==> config.mk <==
export PLATFORM = sky130hd
export DESIGN_NAME = dmem_arbiter
export DESIGN_NICKNAME = d
export VERILOG_FILES = /design/src/rtl/dmem_arbiter.sv
export SDC_FILE = /design/constraint.sdc
export NUM_CORES = 1
export LEC_CHECK = 0
export CAP_MARGIN = 20
export CORE_AREA = 2 2 120 122
export CTS_BUF_LIST = sky130_fd_sc_hd__clkbuf_4
export CTS_CLUSTER_DIAMETER = 50
export DETAILED_ROUTE_END_ITERATION = 10
export DIE_AREA = 0 0 122 124
export PLACE_DENSITY = 0.7
export SYNTH_ARGS = -nofsm -noshare
export SYNTH_HDL_FRONTEND = slang
export SYNTH_SLANG_ARGS = --single-unit
==> constraint.sdc <==
create_clock -name clk -period 4.07 [get_ports clk]
set_input_delay 0.407 -clock clk [delete_from_list [all_inputs] [get_ports clk]]
set_output_delay 0.407 -clock clk [all_outputs]
set_load 0.05 [all_outputs]
==> src/rtl/dmem_arbiter.sv <==
// Round-robin arbiter sharing the data memory between the LSU (port 0)
// and the debug loader (port 1); registered responses, error on illegal.
module dmem_arbiter #(
  parameter int unsigned DATA_WIDTH = 32,
  parameter logic [DATA_WIDTH-1:0] ADDR_MAX =
    DATA_WIDTH'(32'h0001FFFF)
) (
  input  logic                  clk,
  input  logic                  rst,
  input  logic                  req0_valid,
  output logic                  req0_ready,
  input  logic                  req0_we,
  input  logic [DATA_WIDTH-1:0] req0_addr,
  input  logic [DATA_WIDTH-1:0] req0_wd,
  input  logic [2:0]            req0_funct3,
  output logic                  rsp0_valid,
  output logic [DATA_WIDTH-1:0] rsp0_rd,
  output logic                  rsp0_err,
  input  logic                  req1_valid,
  output logic                  req1_ready,
  input  logic                  req1_we,
  input  logic [DATA_WIDTH-1:0] req1_addr,
  input  logic [DATA_WIDTH-1:0] req1_wd,
  input  logic [2:0]            req1_funct3,
  output logic                  rsp1_valid,
  output logic [DATA_WIDTH-1:0] rsp1_rd,
  output logic                  rsp1_err,
  output logic                  mem_WE,
  output logic [DATA_WIDTH-1:0] mem_A,
  output logic [DATA_WIDTH-1:0] mem_WD,
  output logic [2:0]            mem_funct3,
  input  logic [DATA_WIDTH-1:0] mem_RD
);

  typedef struct packed {
    logic                  we;
    logic [DATA_WIDTH-1:0] addr;
    logic [DATA_WIDTH-1:0] wd;
    logic [2:0]            f3;
  } req_t;

  req_t r0, r1, sel;
  logic ptr;
  logic g0, g1, gnt;
  logic f3_ok, legal;
  logic [DATA_WIDTH-1:0] rd_nxt;

  assign r0 = {req0_we, req0_addr, req0_wd, req0_funct3};
  assign r1 = {req1_we, req1_addr, req1_wd, req1_funct3};

  // ptr=1 favours port 1 when both ports contend
  always_comb begin
    g0 = 1'b0;
    g1 = 1'b0;
    if (!rst) begin
      g0 = req0_valid && (!req1_valid || !ptr);
      g1 = req1_valid && (!req0_valid || ptr);
    end
  end

  assign gnt = g0 | g1;
  assign sel = g1 ? r1 : r0;

  assign req0_ready = g0;
  assign req1_ready = g1;

  always_comb begin
    f3_ok = 1'b0;
    unique case (sel.f3)
      3'b000, 3'b001, 3'b010: f3_ok = 1'b1;
      3'b100, 3'b101:         f3_ok = !sel.we;
      default:                f3_ok = 1'b0;
    endcase
  end

  assign legal  = f3_ok && (sel.addr <= ADDR_MAX);
  assign rd_nxt = (legal && !sel.we) ? mem_RD : '0;

  assign mem_WE     = gnt && sel.we && legal;
  assign mem_A      = sel.addr;
  assign mem_WD     = sel.wd;
  assign mem_funct3 = sel.f3;

  always_ff @(posedge clk or posedge rst) begin
    if (rst) begin
      ptr        <= 1'b0;
      rsp0_valid <= 1'b0;
      rsp0_rd    <= '0;
      rsp0_err   <= 1'b0;
      rsp1_valid <= 1'b0;
      rsp1_rd    <= '0;
      rsp1_err   <= 1'b0;
    end else begin
      rsp0_valid <= g0;
      rsp1_valid <= g1;
      if (gnt) ptr <= g0;
      if (g0) begin
        rsp0_rd  <= rd_nxt;
        rsp0_err <= !legal;
      end
      if (g1) begin
        rsp1_rd  <= rd_nxt;
        rsp1_err <= !legal;
      end
    end
  end

endmodule

# ---- Yosys cells after proc, flatten, opt, wreduce, memory -nomap -nowiden
# Cells that the tools add are included.
dict set report op_classes {
  order_cmp 1
  n_eq_ne 4
  muxes 5
  bitwise 1
  reduce_logical 16
}
# operator count
set op_table {}
lappend op_table {{68-bit 2-to-1 mux} 1}
lappend op_table {{32-bit by 17-bit <= comparator with 1-bit output, second input constant} 1}
lappend op_table {{32-bit 2-to-1 mux} 1}
lappend op_table {{3-bit equality test, second input constant} 2}
lappend op_table {{1-bit logical AND} 6}
lappend op_table {{1-bit zero test} 5}
lappend op_table {{3-bit by 1-bit equality test with 1-bit output, second input constant} 1}
lappend op_table {{3-bit by 2-bit equality test with 1-bit output, second input constant} 1}
lappend op_table {{3-bit zero test} 1}
lappend op_table {{3-bit OR reduction} 1}
lappend op_table {{1-bit logical OR} 2}
lappend op_table {{1-bit 2-to-1 mux} 2}
lappend op_table {{1-bit one-hot mux with 2 select lines} 1}
lappend op_table {{2-bit OR reduction} 1}
lappend op_table {{1-bit bitwise OR} 1}
dict set report word_totals {
  regBits 69
  in_bits 172
  out_inout_bits 138
  word_cells 34
}

# ---- Longest topological paths before layout
# Gate-level depths: netlist (run 1).
dict set report logic_depth {
  ltp_word 11
  mapped_depth 7
  mapped_depth_nobuf 6
}

# ---- Least setup slack after synthesis (run 1)
# No wires, ideal clock.
dict set report synth_path {
  path_type {input port to output port}
  start {input rst}
  end {output mem_WE}
  arrival_time_ns 3.650
  required_time_ns 3.663
  path_slack_ns 0.013
  stages 7
  n_path_buf 2
  path_cell_list {inv_1 > nand2_1 > a21oi_1 > buf_2 > buf_2 > a22oi_1 > nor2_1}
}
# item line
set synth_rtl {}
lappend synth_rtl {{start, declared} 9} ;# input logic rst,
lappend synth_rtl {{1-bit 2-to-1 mux} 55} ;# if (!rst) begin
lappend synth_rtl {{named net req0_ready} 11} ;# output logic req0_ready,
lappend synth_rtl {{1-bit bitwise OR} 61} ;# assign gnt = g0 | g1;
lappend synth_rtl {{1-bit logical AND (2 in a row)} 79} ;# assign mem_WE = gnt && sel.we && legal;
lappend synth_rtl {{end, declared} 28} ;# output logic mem_WE,
# The timed path passes the listed nets, and every way through them passes these cells.

# ---- Worst setup path in the final report (run 1)
dict set report layout_path {
  start {register ptr}
  end {output mem_WE}
}
dict set report layout_via {
  elab_chain_cells 9
}
# item line
set layout_rtl {}
lappend layout_rtl {{start, declared} 43} ;# logic ptr;
lappend layout_rtl {{start signal, assigned} 96} ;# if (gnt) ptr <= g0;
lappend layout_rtl {{branches (longest 8 deep; another with 32-bit by 17-bit <= comparator with 1-bit output)} n/a}
lappend layout_rtl {{1-bit logical AND (*)} 79}
# Every way passes the cells marked *.

==> impl_metrics.ini, run 1 <==
[global_route]
grt_first_pass_wirelength_um = 24000
grt_max_degree = 55
groute.usage.overall_pct = 20.8
vias_in_the_first_global_route = 4327
grt_remaining_overflow = 0
grt_antenna_before_repair = 2

[sta]
worst_slew_margin_rel_pct = 60.9
timing_max_transition_violations_final = 0
fin_skew_ns = 0.00741
fmaxAchievable_mhz = 353
final.setup.worst_slack_ns = 1.24
setup-violations-final = 0
timing.setup.tns_ns = 0
max_slew.worst_pin.slew_ns = 0.586
unrepaired_setup_endpoints_after_global_routing = no
timing_hold_violations_final = 0
layout_worst_path_cycle_share_pct = 69.7
min_period_ns = 2.83

[place]
place.detailed.hpwl_um = 13100
gp_routability_congestion = 0.869
placed_area_um2 = 7570
io_buffers = 309
place_worst_setup_slack_ns = 1.29

[cts]
cts.clk_slew.worst_paths_ns = 0.12
cts_tree = built
post_cts_resize_count = 0
clockRootBuffer = sky130_fd_sc_hd__clkbuf_4
max-clock-path-buffers = 2
hold_buffers = 0
htree_levels = 3
cts_setup_buffers = 0
cts_sinks = 69
cts-buffers-inserted = 9
clock_insertion_delay_worst_skew_ns = 0.42

[synthesis]
asyncSetResetFlopFracSynth_pct = 100
count_of_flip_flops_with_a_built_in_enable_after_synthesis = 0
postSynthRegisterBits = 69
synth-warning-count = 0
synth_cell_type_count = 30
combinational_family_with_the_most_area_after_synthesis = simple AND/OR/NAND/NOR gates
seq_area_frac_synth_pct = 47.8
synth-xor-area-share_pct = 0
syn_area_um2 = 3620
avg_synthesized_cell_area_um2 = 8.43
yosys.area_share.adder_pct = 0
post_synth_and_or_nand_nor_area_fraction_pct = 30.5
total_nets_after_synthesis = 601
synth.area.mux_share_pct = 0.311
synth_compound_gate_area_share_pct = 16.9
ys_dominant_reg_cell = sky130_fd_sc_hd__dfrtp_1
post_synth_inst_count = 429

[power_and_ir_drop]
power.density_nw_per_um2 = 267
p_leak_uw = 0.00358
comb_power_share_pct = 41.6
share_of_total_power_consumed_by_net_switching_pct = 34.4
pwr-share-seq_pct = 33.4
p_int_uw = 1360
total_switching_power_uw = 712
power.share.clock_pct = 25.0
ir_drop_mv = 0.176

[final_layout]
commonest_cells_after_routing_fill_and_taps_aside = 240 x sky130_fd_sc_hd__clkdlybuf4s50_1, 205 x sky130_fd_sc_hd__nand2_1, 69 x sky130_fd_sc_hd__buf_12, 69 x sky130_fd_sc_hd__dfrtp_1
layout.cells.most_common = sky130_fd_sc_hd__clkdlybuf4s50_1
layout.filler_cells = 1198
synthToLayoutAreaGrowth_pct = 114
drive_above_1_share_pct = 14.5
stdcell_area_um2 = 7740
fin_nets = 900
finish.utilization_pct = 56.4

[critical_path]
worst_endpoint_required_time_ns = 3.66
setup_slack_on_the_worst_flop_to_flop_path_ns = 1.85
critPathMaxFanout = 54
cpPeakStageDelay_ns = 0.48
worst_path_max_delay_cell = sky130_fd_sc_hd__buf_4
timing.setup.critical_path_class = register to output port
setup.worst_path.end_class = output port
cp_cell_sequence = nand2b_1 > nand3_4 > buf_4 > nand4b_4 > and2_1 > nor2_1 > buf_12
worstPathArrival_ns = 2.43
cp-start-kind = register

[die]
dieArea_um2 = 15100
die_x_um = 122
placementRows = 43
start_util_pct = 26.4
chipHeight_um = 124
io_pins = 310
core_um2 = 13700

[min_path]
hold_path_class = primary input to async pin

[status]
run_status = completed

[detailed_routing]
drt-vias-per-instance = 4.68
drt_pre_antenna_iters = 4
drc_errors = 0
first_iter_violations = 223
drtAntennaViolNets = 0
vias = 4281
drt_wl_total_um = 16200
routed_wire_length_per_instance_um = 17.7

[flow_run]
maxCapViolations = 0
cell type report:
type	count	area [um^2]	share of cell area [%]
Inverter	2	7.51	0.0970
Sequential cell	69	1730	22.3
Tap cell	180	225	2.91
Timing Repair Buffer	319	3860	49.9
Antenna cell	2	5.00	0.0647
Clock buffer	9	67.6	0.873
Clock inverter	7	98.8	1.28
Multi-Input combinational cell	327	1750	22.6
synthesized netlist by cell type (2+ instances only):
library cell	count	area, um^2
sky130_fd_sc_hd__a31o_1	30	263
sky130_fd_sc_hd__buf_2	5	25.0
sky130_fd_sc_hd__nand2_1	205	769
sky130_fd_sc_hd__nor2b_1	32	200
sky130_fd_sc_hd__buf_6	3	33.8
sky130_fd_sc_hd__a31o_2	2	17.5
sky130_fd_sc_hd__nor4_1	6	37.5
sky130_fd_sc_hd__dfrtp_1	69	1730
sky130_fd_sc_hd__a22o_1	32	280
sky130_fd_sc_hd__buf_4	3	22.5
sky130_fd_sc_hd__clkbuf_1	16	60.1
sky130_fd_sc_hd__nand2b_1	2	12.5
sky130_fd_sc_hd__o21ai_0	3	15.0
sky130_fd_sc_hd__nor3_1	2	10.0
sky130_fd_sc_hd__buf_1	4	15.0
path summary, 6_finish.rpt:
| check | end | start | cells after the start |
|---|---|---|---|
| worst max-delay path | mem_WE | ptr$_DFFE_PP0N_ | 7 |
| min in group clk | rsp1_rd[12]$_DFFE_PP0N_ | rsp1_rd[12]$_DFFE_PP0N_ | 1 |
| worst max register to register | rsp0_rd[17]$_DFFE_PP0P_ | ptr$_DFFE_PP0N_ | 7 |
| max in group asynchronous | rsp1_rd[12]$_DFFE_PP0N_ | rst | 3 |
| worst min-delay path | ptr$_DFFE_PP0N_ | rst | 3 |
| worst min register to register | rsp1_rd[12]$_DFFE_PP0N_ | rsp1_rd[12]$_DFFE_PP0N_ | 1 |
stage by stage:
step | hold slack [ns] | total power [uW] | cells
2_1_floorplan | 0.470 | 1050 | 429
3_3_place_gp | 0.483 | 1560 | 897
3_5_place_dp | 0.490 | 1570 | 897
4_1_cts | 0.420 | 2090 | 913
5_1_grt | 0.445 | 2170 | 915
6_report | 0.444 | 2070 | 915
power by group through the flow:
stage / Combinational, uW / Sequential [uW] / Clock (uW)
after floorplan: 346 / 708 / 0
after global placement: 854 / 705 / 0
after detailed placement: 866 / 705 / 0
after CTS: 867 / 692 / 535
after global routing: 902 / 692 / 572
final: 861 / 692 / 517
kinds of logic (layout without fill, tap and decap cells):
family	Yosys count	count (layout)
AOI/OAI and AO/OA	71	71
buffers and inverters	33	337
DFF	69	69
muxes	1	1
other	0	2
and+or+nand+nor	255	255
routing by layer:
layer	global-route usage (%)	vias up	share of wire (%)	wire length (um)
li1	-	2032	-	-
met2	36.2	190	50	8160
met1	23.6	2021	37	6050
met5	0	-	0	0
met4	9.12	0	3.5	572
met3	6.23	38	8.7	1410
sequential cells by signal (all words and copies together), names as in the netlist:
signal,flops
rsp1_valid,1
rsp0_rd,32
rsp0_valid,1
rsp1_rd,32
rsp1_err,1
ptr,1
rsp0_err,1
critical path: cells and delay by family (launching register included):
family,cells,cell delay (ns)
flops,1,0.45
simple gates,5,0.87
buf+inv,2,0.65
No activity file was read; power rests on OpenSTA's default activity.
==> inputs of run 2 (changes only) <==
==> constraint.sdc (replaced) <==
create_clock -name clk -period 2.79 [get_ports clk]
set_input_delay 0.279 -clock clk [delete_from_list [all_inputs] [get_ports clk]]
set_output_delay 0.279 -clock clk [all_outputs]
set_load 0.05 [all_outputs]
==> run 2 against run 1 <==
Against the previous run:
- register-to-register slack got worse by 1.1 ns
- utilization fell by 3.0 points
- worst setup slack got worse by 0.98 ns
- final area fell by 5.3%
- critical path depth did not move
- flip-flop and latch count did not move
- total power rose by 28%
- clock-buffer cell count rose by 1
- non-clock buffer count rose by 1
- critical endpoint unchanged
==> impl_metrics.ini, run 2 (synthesis gave the netlist of run 1 again) <==
[detailed_routing]
routed_wire_length_per_instance_um = 17.0
drtAntennaViolNets = 0
first_iter_violations = 165
vias = 4258
drt-vias-per-instance = 4.65
drt_pre_antenna_iters = 4
drc_errors = 0
drt_wl_total_um = 15500

[die]
start_util_pct = 26.4
io_pins = 310
chipHeight_um = 124
core_um2 = 13700
die_x_um = 122
dieArea_um2 = 15100
placementRows = 43

[cts]
post_cts_resize_count = 0
cts.clk_slew.worst_paths_ns = 0.11
hold_buffers = 0
max-clock-path-buffers = 2
cts_setup_buffers = 0
cts_tree = built
clock_insertion_delay_worst_skew_ns = 0.41
clockRootBuffer = sky130_fd_sc_hd__clkbuf_4
cts-buffers-inserted = 9
cts_sinks = 69
htree_levels = 3

[critical_path]
worstPathArrival_ns = 2.26
setup.worst_path.end_class = output port
cp-start-kind = register
critPathMaxFanout = 100
timing.setup.critical_path_class = register to output port
worst_endpoint_required_time_ns = 2.51
setup_slack_on_the_worst_flop_to_flop_path_ns = 0.78

[power_and_ir_drop]
total_switching_power_uw = 971
power.density_nw_per_um2 = 362
ir_drop_mv = 0.255
p_leak_uw = 0.00341
power.share.clock_pct = 19.9
comb_power_share_pct = 42.1
pwr-share-seq_pct = 38.0
share_of_total_power_consumed_by_net_switching_pct = 36.5
p_int_uw = 1690

[place]
gp_routability_congestion = 0.873
io_buffers = 309
place.detailed.instances = 898
place.detailed.hpwl_um = 12200

[sta]
timing_max_transition_violations_final = 0
worst_slew_margin_rel_pct = 42.3
unrepaired_setup_endpoints_after_global_routing = no
timing.setup.tns_ns = 0
timing_hold_violations_final = 0
layout_worst_path_cycle_share_pct = 91.0
min_period_ns = 2.54
setup-violations-final = 0
worst_hold_slack_ns = 0.484
fmaxAchievable_mhz = 394
max_slew.worst_pin.slew_ns = 0.865
fin_skew_ns = 0.0110

[final_layout]
fin_nets = 901
top_regs = rsp0_rd (32), rsp1_rd (32)
commonest_cells_after_routing_fill_and_taps_aside = 239 x sky130_fd_sc_hd__clkdlybuf4s50_1, 195 x sky130_fd_sc_hd__nand2_1, 69 x sky130_fd_sc_hd__dfrtp_1
synthToLayoutAreaGrowth_pct = 103
layout.cells.most_common = sky130_fd_sc_hd__clkdlybuf4s50_1
drive_above_1_share_pct = 15.7
post_layout_nonfiller_instances = 916

[global_route]
groute.usage.overall_pct = 19.0
grt_antenna_before_repair = 2
vias_in_the_first_global_route = 4226
grt_max_degree = 101
grt_remaining_overflow = 0
grt_first_pass_wirelength_um = 22200

[status]
run_status = completed

[min_path]
hold_path_class = primary input to register

[flow_run]
maxCapViolations = 0
## run 2: changes by cell type in the layout (fill, tap and decap cells not counted), moves of 4 or more
cell                       change
sky130_fd_sc_hd__buf_12       -31
sky130_fd_sc_hd__buf_4        +33
sky130_fd_sc_hd__clkinv_1      +4
sky130_fd_sc_hd__nand2_1      -10
sky130_fd_sc_hd__nand2_2      +10
## run 2: final timing paths
path | start | to | depth (start not counted)
setup / recovery | ptr$_DFFE_PP0N_ | mem_WE | 7
hold / removal | mem_RD[11] | rsp1_rd[11]$_DFFE_PP0N_ | 2
setup reg to reg | ptr$_DFFE_PP0N_ | rsp0_rd[19]$_DFFE_PP0P_ | 8
hold reg to reg | rsp1_err$_DFFE_PP0N_ | rsp1_err$_DFFE_PP0N_ | 1
max in group asynchronous | rst | rsp0_rd[26]$_DFFE_PP0P_ | 3
min in group asynchronous | rst | ptr$_DFFE_PP0N_ | 3
## run 2: routing by layer
metal / vias to the layer above / part of all wire, % / track usage (%)
met5: - / 0 / 0
met4: 0 / 3.0 / 7.97
met3: 34 / 8.5 / 6.14
met2: 178 / 51 / 32.9
met1: 2013 / 38 / 21.6
li1: 2033 / - / -
## run 2: stage by stage
stage	worst slack (ns)	power, uW	area [um^2]	utilization [%]
after floorplan	0.0777	1550	3660	-
after global placement	0.395	2140	7220	52.6
after detailed placement	0.380	2150	7220	52.6
after CTS	0.200	2680	7330	53.4
after global routing	0.0744	2780	7330	53.4
final	0.251	2660	7330	53.4
## run 2: power by group through the flow
| stage | sequential [uW] | combinational, uW | clock, uW |
|---|---|---|---|
| 2_1_floorplan | 1030 | 513 | 0 |
| 3_3_place_gp | 1030 | 1110 | 0 |
| 3_5_place_dp | 1030 | 1120 | 0 |
| 4_1_cts | 1010 | 1130 | 547 |
| 5_1_grt | 1010 | 1180 | 593 |
| 6_report | 1010 | 1120 | 529 |
## run 2: final cells by class
| type | instances | area [um^2] |
|---|---|---|
| Clock inverter | 6 | 30.0 |
| Clock buffer | 10 | 75.1 |
| Sequential cell | 69 | 1730 |
| Antenna cell | 2 | 5.00 |
| Inverter | 2 | 11.3 |
| Tap cell | 180 | 225 |
| Multi-Input combinational cell | 327 | 1780 |
| Timing Repair Buffer | 320 | 3480 |
| Fill cell | 1245 | 6390 |
## run 2: critical path, stage by stage, from the launching register on
cell and delay [ns]:
sky130_fd_sc_hd__dfrtp_1 0.44, sky130_fd_sc_hd__nand2b_1 0.20, sky130_fd_sc_hd__nand3_4 0.11, sky130_fd_sc_hd__buf_12 0.36, sky130_fd_sc_hd__nand4b_4 0.16, sky130_fd_sc_hd__and2_1 0.23, sky130_fd_sc_hd__nor2_4 0.16, sky130_fd_sc_hd__buf_12 0.15
==> inputs of run 3 (changes only) <==
--- a/config.mk
+++ b/config.mk
@@ -11,6 +11,8 @@
 export CTS_CLUSTER_DIAMETER = 50
 export DETAILED_ROUTE_END_ITERATION = 10
 export DIE_AREA = 0 0 122 124
+export GPL_ROUTABILITY_DRIVEN = 0
+export MAX_ROUTING_LAYER = met4
 export PLACE_DENSITY = 0.7
 export SYNTH_ARGS = -nofsm -noshare
 export SYNTH_HDL_FRONTEND = slang
==> run 3 against run 2 <==
Against the previous run:
- worst setup slack got worse by 0.0030 ns
- global-route usage rose by 0.57 points
- final cell count did not move
- critical path depth did not move
- highest routed layer unchanged
- critical endpoint unchanged
- combinational power barely moved
- critical path type unchanged
- clock skew rose by 0.00054 ns
- flip-flop and latch count did not move
==> impl_metrics.ini, run 3 (synthesis gave the netlist of run 1 again) <==
[place]
place.detailed.hpwl_um = 12200
placed_area_um2 = 7220
io_buffers = 309

[detailed_routing]
drt_wl_total_um = 15600
vias = 4260
drc_errors = 0
drtAntennaViolNets = 0
first_iter_violations = 172
drt-vias-per-instance = 4.65
routed_wire_length_per_instance_um = 17.0
drt_pre_antenna_iters = 4

[critical_path]
worstPathArrival_ns = 2.26
critPathMaxFanout = 100
r2r-start = ptr$_DFFE_PP0N_
setup.worst_path.end_class = output port
timing.setup.critical_path_class = register to output port
worst_endpoint_required_time_ns = 2.51
cp-start-kind = register
timing.critical_path.from = ptr$_DFFE_PP0N_
reg2regPathDepth = 8

[final_layout]
drive_above_1_share_pct = 15.7
top_regs = rsp0_rd (32), rsp1_rd (32)
commonest_cells_after_routing_fill_and_taps_aside = 239 x sky130_fd_sc_hd__clkdlybuf4s50_1, 195 x sky130_fd_sc_hd__nand2_1, 69 x sky130_fd_sc_hd__dfrtp_1
layout.filler_cells = 1245
layout.cells.most_common = sky130_fd_sc_hd__clkdlybuf4s50_1
stdcell_area_um2 = 7330
fin_nets = 901
synthToLayoutAreaGrowth_pct = 103

[die]
core_um2 = 13700
dieArea_um2 = 15100
die_x_um = 122
placementRows = 43
chipHeight_um = 124
start_util_pct = 26.4
io_pins = 310

[global_route]
grt_antenna_before_repair = 2
groute.usage.overall_pct = 19.5
vias_in_the_first_global_route = 4225
grt_remaining_overflow = 0
grt_first_pass_wirelength_um = 22200
grt_max_degree = 101

[min_path]
hold_path_class = primary input to register
min-delay-start = mem_RD[11]
holdPathStages = 2

[cts]
cts_sinks = 69
max-clock-path-buffers = 2
clockRootBuffer = sky130_fd_sc_hd__clkbuf_4
htree_levels = 3
cts-buffers-inserted = 9
clock_insertion_delay_worst_skew_ns = 0.41
post_cts_resize_count = 0
cts_setup_buffers = 0
cts_tree = built
hold_buffers = 0
cts.clk_slew.worst_paths_ns = 0.11

[flow_run]
maxCapViolations = 0

[sta]
fin_skew_ns = 0.0115
min_period_ns = 2.54
timing_max_transition_violations_final = 0
timing_hold_violations_final = 0
worst_slew_margin_rel_pct = 41.5
layout_worst_path_cycle_share_pct = 91.1
fmaxAchievable_mhz = 393
setup-violations-final = 0
max_slew.worst_pin.slew_ns = 0.877
worst_hold_slack_ns = 0.488
timing.setup.tns_ns = 0
unrepaired_setup_endpoints_after_global_routing = no

[power_and_ir_drop]
power.density_nw_per_um2 = 363
p_leak_uw = 0.00341
ir_drop_mv = 0.259

[status]
run_status = completed
==> run 3: cell counts in the layout (fill, tap and decap cells not counted) <==
Identical to the previous run, type by type.
==> run 3: metal layers <==
metal	part of all wire [%]	GRT usage [%]
met5	0	-
met4	2.8	7.61
met3	7.8	5.68
met2	51	33.0
met1	39	21.9
==> run 3: worst paths after layout <==
path                       slack, ns                 endpoint
max in group asynchronous       1.64  rsp0_rd[26]$_DFFE_PP0P_
setup / recovery                0.25                   mem_WE
min in group asynchronous       0.55          ptr$_DFFE_PP0N_
hold reg to reg                 0.51     rsp1_err$_DFFE_PP0N_
setup reg to reg                0.78  rsp0_rd[19]$_DFFE_PP0P_
hold / removal                  0.49  rsp1_rd[11]$_DFFE_PP0N_
==> run 3: critical path: stages, from the launching register on <==
cell	delay, ns
sky130_fd_sc_hd__dfrtp_1	0.44
sky130_fd_sc_hd__nand2b_1	0.20
sky130_fd_sc_hd__nand3_4	0.11
sky130_fd_sc_hd__buf_12	0.36
sky130_fd_sc_hd__nand4b_4	0.16
sky130_fd_sc_hd__and2_1	0.23
sky130_fd_sc_hd__nor2_4	0.16
sky130_fd_sc_hd__buf_12	0.15
==> run 3: area by class of cell <==
type / instances / area [um^2] / area share (%)
sequential: 69 / 1730 / 23.6
multi-input combinational: 327 / 1780 / 24.3
antenna: 2 / 5.00 / 0.0683
tap: 180 / 225 / 3.07
timing repair buffer: 320 / 3480 / 47.4
inverter: 2 / 11.3 / 0.154
clock inverter: 6 / 30.0 / 0.410
clock buffer: 10 / 75.1 / 1.02
==> run 3: where the power goes <==
group | total (uW) | leakage, uW | internal [uW] | switching, uW
logic | 1120 | 0.00241 | 500 | 619
registers | 1010 | 0.000951 | 1000 | 4.51
clock network | 530 | 0.0000526 | 181 | 349
==> run 3: through the flow <==
stage	utilization, %	std cells	power, uW	setup WS [ns]
5_1_grt	53.4	916	2780	0.0768
3_3_place_gp	52.6	898	2140	0.395
4_1_cts	53.4	914	2680	0.200
6_report	53.4	916	2660	0.248
2_1_floorplan	-	429	1550	0.0777
3_5_place_dp	52.6	898	2150	0.380
